## config.mk

```make
export PLATFORM = sky130hd
export DESIGN_NAME = srm_fetch_unit
export DESIGN_NICKNAME = d
export VERILOG_FILES = /design/src/rtl/srm_fetch_unit_pkg.sv /design/src/rtl/srm_fetch_unit_pc_reg.sv /design/src/rtl/srm_fetch_unit.sv
export SDC_FILE = /design/constraint.sdc
export NUM_CORES = 1
export LEC_CHECK = 0
export CORE_MARGIN = 5
export CORE_UTILIZATION = 46
export DETAILED_ROUTE_END_ITERATION = 16
export GPL_ROUTABILITY_DRIVEN = 0
export PLACE_DENSITY_LB_ADDON = 0.3
export SYNTH_ARGS = -nofsm -noshare
export SYNTH_HDL_FRONTEND = slang
export SYNTH_SLANG_ARGS = --single-unit
```

## constraint.sdc

```tcl
create_clock -name clk -period 3.07 [get_ports clk]
set_clock_uncertainty 0.15 [all_clocks]
set_input_delay 0.921 -clock clk [delete_from_list [all_inputs] [get_ports clk]]
set_output_delay 0.921 -clock clk [all_outputs]
set_load 0.02 [all_outputs]
```

## src/rtl/srm_fetch_unit_pkg.sv

```systemverilog
// Shared definitions for the SRM instruction fetch stage: widths, defaults,
// the fetch FSM state encoding and the HALT opcode decode helper.
package srm_fetch_unit_pkg;

    localparam int unsigned INSTR_W          = 16;
    localparam int unsigned DEFAULT_ADDR_W   = 8;
    localparam int unsigned DEFAULT_RESET_PC = 0;
    localparam logic [2:0]  HALT_OPCODE      = 3'b111;

    // Fetch FSM states, binary encoded; unused codes recover to IDLE.
    typedef enum logic [2:0] {
        ST_IDLE   = 3'd0,
        ST_REQ    = 3'd1,
        ST_RESP   = 3'd2,
        ST_HOLD   = 3'd3,
        ST_HALTED = 3'd4
    } fetch_state_e;

    // True when the opcode field instr[15:13] matches the halt opcode.
    function automatic logic is_halt(input logic [INSTR_W-1:0] instr,
                                     input logic [2:0]         op);
        return (instr[15:13] == op);
    endfunction

endpackage

```

## src/rtl/srm_fetch_unit_pc_reg.sv

```systemverilog
// Program counter register: sync reset, load (branch redirect) and
// increment, with load taking priority over increment. Wraps modulo 2^ADDR_W.
module srm_pc_reg #(
    parameter int unsigned       ADDR_W   = 8,
    parameter logic [ADDR_W-1:0] RESET_PC = {ADDR_W{1'b0}}
) (
    input  logic              clk,
    input  logic              reset,
    input  logic              load_i,
    input  logic [ADDR_W-1:0] load_val_i,
    input  logic              inc_i,
    output logic [ADDR_W-1:0] pc_o
);

    logic [ADDR_W-1:0] pc_q;
    logic [ADDR_W-1:0] pc_d;

    // Next PC: redirect target wins over +1, otherwise hold.
    always_comb begin
        if (load_i) begin
            pc_d = load_val_i;
        end else if (inc_i) begin
            pc_d = pc_q + {{(ADDR_W-1){1'b0}}, 1'b1};
        end else begin
            pc_d = pc_q;
        end
    end

    // PC storage with synchronous reset to the boot address.
    always_ff @(posedge clk) begin
        if (reset) begin
            pc_q <= RESET_PC;
        end else begin
            pc_q <= pc_d;
        end
    end

    assign pc_o = pc_q;

endmodule

```

## src/rtl/srm_fetch_unit.sv

```systemverilog
// Instruction fetch stage for the Simple RISC Machine. Reads the 1-cycle
// synchronous instruction RAM, buffers one instruction for the CPU behind a
// valid/ready handshake, follows branch redirects and stops after HALT.
module srm_fetch_unit
    import srm_fetch_unit_pkg::*;
#(
    parameter int unsigned       ADDR_W   = DEFAULT_ADDR_W,
    parameter logic [ADDR_W-1:0] RESET_PC = ADDR_W'(DEFAULT_RESET_PC),
    parameter logic [2:0]        HALT_OP  = HALT_OPCODE
) (
    input  logic               clk,
    input  logic               reset,
    input  logic               run,
    output logic [ADDR_W-1:0]  mem_addr,
    output logic               mem_rd,
    input  logic [INSTR_W-1:0] mem_rdata,
    output logic [INSTR_W-1:0] instr_out,
    output logic [ADDR_W-1:0]  instr_pc,
    output logic               instr_valid,
    input  logic               instr_ready,
    input  logic               redirect,
    input  logic [ADDR_W-1:0]  redirect_pc,
    output logic               w,
    output logic               halted
);

    fetch_state_e state_q;
    fetch_state_e state_d;
    fetch_state_e resume_s;

    logic [INSTR_W-1:0] instr_out_q;
    logic [ADDR_W-1:0]  instr_pc_q;
    logic               instr_valid_q;
    logic               mem_rd_q;
    logic               w_q;
    logic               halted_q;

    logic [ADDR_W-1:0]  pc_s;
    logic               pc_load_s;
    logic               pc_inc_s;
    logic               capture_s;
    logic               clear_valid_s;
    logic               halt_s;

    assign halt_s   = is_halt(instr_out_q, HALT_OP);
    // After a redirect or a delivered instruction, fetch again only if enabled.
    assign resume_s = run ? ST_REQ : ST_IDLE;

    // Next-state and datapath control; redirect outranks normal progress,
    // except that a delivered HALT always wins and drops the redirect target.
    always_comb begin
        state_d       = state_q;
        pc_load_s     = 1'b0;
        pc_inc_s      = 1'b0;
        capture_s     = 1'b0;
        clear_valid_s = 1'b0;
        case (state_q)
            ST_IDLE: begin
                pc_load_s = redirect;
                state_d   = resume_s;
            end
            ST_REQ: begin
                if (redirect) begin
                    // Outstanding read is abandoned; reissue at the target.
                    pc_load_s = 1'b1;
                    state_d   = resume_s;
                end else begin
                    state_d   = ST_RESP;
                end
            end
            ST_RESP: begin
                if (redirect) begin
                    // Returning data belongs to the wrong path: drop it.
                    pc_load_s = 1'b1;
                    state_d   = resume_s;
                end else begin
                    capture_s = 1'b1;
                    pc_inc_s  = 1'b1;
                    state_d   = ST_HOLD;
                end
            end
            ST_HOLD: begin
                if (instr_ready) begin
                    clear_valid_s = 1'b1;
                    if (halt_s) begin
                        state_d = ST_HALTED;
                    end else begin
                        pc_load_s = redirect;
                        state_d   = resume_s;
                    end
                end else if (redirect) begin
                    // Squash the undelivered instruction.
                    clear_valid_s = 1'b1;
                    pc_load_s     = 1'b1;
                    state_d       = resume_s;
                end else begin
                    state_d = ST_HOLD;
                end
            end
            ST_HALTED: begin
                state_d = ST_HALTED;
            end
            default: begin
                state_d = ST_IDLE;
            end
        endcase
    end

    // FSM state, instruction buffer and registered status/strobe outputs.
    always_ff @(posedge clk) begin
        if (reset) begin
            state_q       <= ST_IDLE;
            instr_out_q   <= {INSTR_W{1'b0}};
            instr_pc_q    <= {ADDR_W{1'b0}};
            instr_valid_q <= 1'b0;
            mem_rd_q      <= 1'b0;
            w_q           <= 1'b1;
            halted_q      <= 1'b0;
        end else begin
            state_q  <= state_d;
            mem_rd_q <= (state_d == ST_REQ);
            w_q      <= (state_d == ST_IDLE);
            halted_q <= (state_d == ST_HALTED);
            if (capture_s) begin
                instr_out_q   <= mem_rdata;
                instr_pc_q    <= pc_s;
                instr_valid_q <= 1'b1;
            end else if (clear_valid_s) begin
                instr_valid_q <= 1'b0;
            end else begin
                instr_valid_q <= instr_valid_q;
            end
        end
    end

    srm_pc_reg #(
        .ADDR_W   (ADDR_W),
        .RESET_PC (RESET_PC)
    ) u_pc_reg (
        .clk        (clk),
        .reset      (reset),
        .load_i     (pc_load_s),
        .load_val_i (redirect_pc),
        .inc_i      (pc_inc_s),
        .pc_o       (pc_s)
    );

    assign mem_addr    = pc_s;
    assign mem_rd      = mem_rd_q;
    assign instr_out   = instr_out_q;
    assign instr_pc    = instr_pc_q;
    assign instr_valid = instr_valid_q;
    assign w           = w_q;
    assign halted      = halted_q;

endmodule

```

==> flow_summary.toml <==
[status]
run_status = "finished, final reports clean"

[worst_setup_path]
cp-start-kind = "register"
crit_path_top_delay_cell = "clkdlybuf4s50_1"
cp_top_family = "buffers and inverters"
critPathRequiredTime_ns = 2.00
endpoint_kind = "output port"
crit_path_cell_trace = "clkdlybuf4s50_1"
crit_path_max_incr_delay_ns = 0.66
arrival_ns = 1.47
r2r_cells = 4
critical_path_class = "reg2out"
r2r_slack_ns = 1.18
path_max_fanout = 7
crit-reg2reg-launch = "state_q[1]"
critical_path_buf_inv_count = 1
rr_endpoint = "u_pc_reg.pc_o[7]"

[worst_hold_path]
hold_path.class = "reg2reg"
hold_start = "instr_out[3]"
min_delay_path_depth = 2
hold-path-endpoint = "instr_out[3]"

[final_layout]
fin_nets = 295
final_common_cell = "clkdlybuf4s50_1"
fill_cells = 303
drive_above_1_share = 0.0677
final_util = 0.706
final_cell_mix = "clkdlybuf4s50_1, nand2_1, dfxtp_1, a21oi_1, nor2_1"
diodes = 0
area_growth_pct = 46.4

[die]
start_util = 0.482
die-area_mm2 = 0.00481
std_cell_rows = 21
coreArea_mm2 = 0.00336
die_height_um = 69.4
ioPinCount = 65
die_w_um = 69.4

[clock_network]
cts_root_buf = "clkbuf_4"
cts_hold_buf = 0
path_clk_slew_ns = 0.11
htreeDepth = 2
clock_latency_ns = 0.34
cts_tree = "yes"
clock-sinks = 39
cts_max_path_buffers = 2
postCtsSetupRepairBufs = 0
cts_resized = 0
numCtsBuffers = 5

[synthesis]
ys_seq_elements = 39
syn_area_mm2 = 0.00162
synth_nets = 230
syn_inst = 200
ys_seq_area_frac = 0.481
synth_cell_types = 40
ys_warn_count = 0
synthArstFlopShare = 0
synth.avg_cell_area_um2 = 8.11
synth-main-ff-cell = "dfxtp_1"
synth_edf_count = 0

[global_route]
grt_pass1_vias = 1531
antenna_found_initial = 0
grt_pass1_wl_um = 6740
grt_max_degree = 37
grt-ovfl-total = 0
grt_usage = 0.168

[power]
sw_frac_of_total = 0.251
p_sw_uw = 228
p_leak_nw = 0.821
internal-power_uw = 681
clock_power_share = 0.268
vdd_drop_max_mv = 0.291
powerDensity_mw_per_mm2 = 383
power_uw = 909
p_seq_frac = 0.589
combPwrFrac = 0.143

[routing]
wirelength_um = 3890
firstDrtPassIters = 4
drt-initial-drc-count = 136
vias = 1599
route.detailed.drc = 0
wl_per_cell_um = 12.5
ant_nets = 0
vias_per_cell = 5.13

[job]
cap_violations = 0

[placed_design]
dpl_worst_slack_ns = 0.224
hpwl_um = 2880
port_buffers = 64

[sta]
finalCriticalPeriod_ns = 2.54
rsz0062_at_grt = "no"
max_freq_ghz = 0.394
finalMaxSlewViolations = 0
tns_ns = 0
setup_ws_ns = 0.531
hold_viol_final = 0
hold_ws_ns = 0.309
slew_headroom = 0.559
setup_viol = 0
worstMarginPinSlew_ns = 0.645
fin_crit_sh = 0.827
==> flip-flops by register name, summed over array words and instances, names as in the netlist <==
signal         cells
instr_valid        1
u_pc_reg.pc_o      8
instr_out         16
w                  1
halted             1
mem_rd             1
state_q            3
instr_pc           8
==> cells by family after synthesis <==
kind of cell,share of synthesized area
AOI/OAI and AO/OA,0.188
xor gates and xnor gates,0.0162
adders and majority gates,0.00771
buffers and inverters,0.0440
DFF,0.481
muxes,0.0123
and+or+nand+nor,0.250
==> per-layer routing <==
metal / wire length (um) / vias to the layer above / GRT usage / part of all wire
met5: 0 / - / 0 / 0
met3: 381 / 5 / 0.0667 / 0.098
met4: 59 / 0 / 0.0738 / 0.015
met1: 1720 / 712 / 0.211 / 0.44
met2: 1720 / 65 / 0.254 / 0.44
li1: - / 817 / - / -
==> Yosys cell counts, types with 3 or more instances <==
library cell	instances	area, um2
a211oi_1	3	22.5
buf_2	3	15.0
a21oi_1	32	160
nand2_1	57	214
inv_1	3	11.3
clkbuf_1	7	26.3
nor2_1	13	48.8
o21ai_0	3	15.0
dfxtp_1	39	781
nand3_1	3	15.0
==> layout make-up <==
cell class / instances / area [um2] / share of cell area
repair buffers: 70 / 698 / 0.294
multi-input cells: 146 / 776 / 0.327
inverters: 3 / 11.3 / 0.00474
well taps: 46 / 57.6 / 0.0242
clock inverters: 1 / 5.00 / 0.00211
clock buffers: 7 / 45.0 / 0.0190
flip-flops and latches: 39 / 781 / 0.329
==> through the flow <==
step	instance area [um2]	cells
floorplan	1620	200
global placement	2320	304
detailed placement	2320	304
CTS	2370	312
global route	2370	312
finish	2370	312
==> how the worst max path moves through the flow <==
| stage | startpoint | end | slack (ns) | cells after the start |
|---|---|---|---|---|
| final | u_pc_reg.pc_o[2] | mem_addr[2] | 0.53 | 1 |
| after CTS | u_pc_reg.pc_o[2] | mem_addr[2] | 0.50 | 1 |
| after floorplan | redirect | instr_out[0] | 0.78 | 5 |
| after global routing | redirect | mem_rd | 0.27 | 6 |
| after global placement | redirect | u_pc_reg.pc_o[7] | 0.27 | 5 |
| after detailed placement | redirect | mem_rd | 0.22 | 6 |
==> power by group through the flow <==
| stage | Clock [mW] | Combinational [mW] | Sequential [mW] |
|---|---|---|---|
| 2_1_floorplan | 0 | 0.0453 | 0.558 |
| 3_3_place_gp | 0 | 0.129 | 0.547 |
| 3_5_place_dp | 0 | 0.130 | 0.547 |
| 4_1_cts | 0.253 | 0.131 | 0.536 |
| 5_1_grt | 0.271 | 0.141 | 0.538 |
| 6_report | 0.244 | 0.130 | 0.536 |
(Power assumes the default switching activity.)
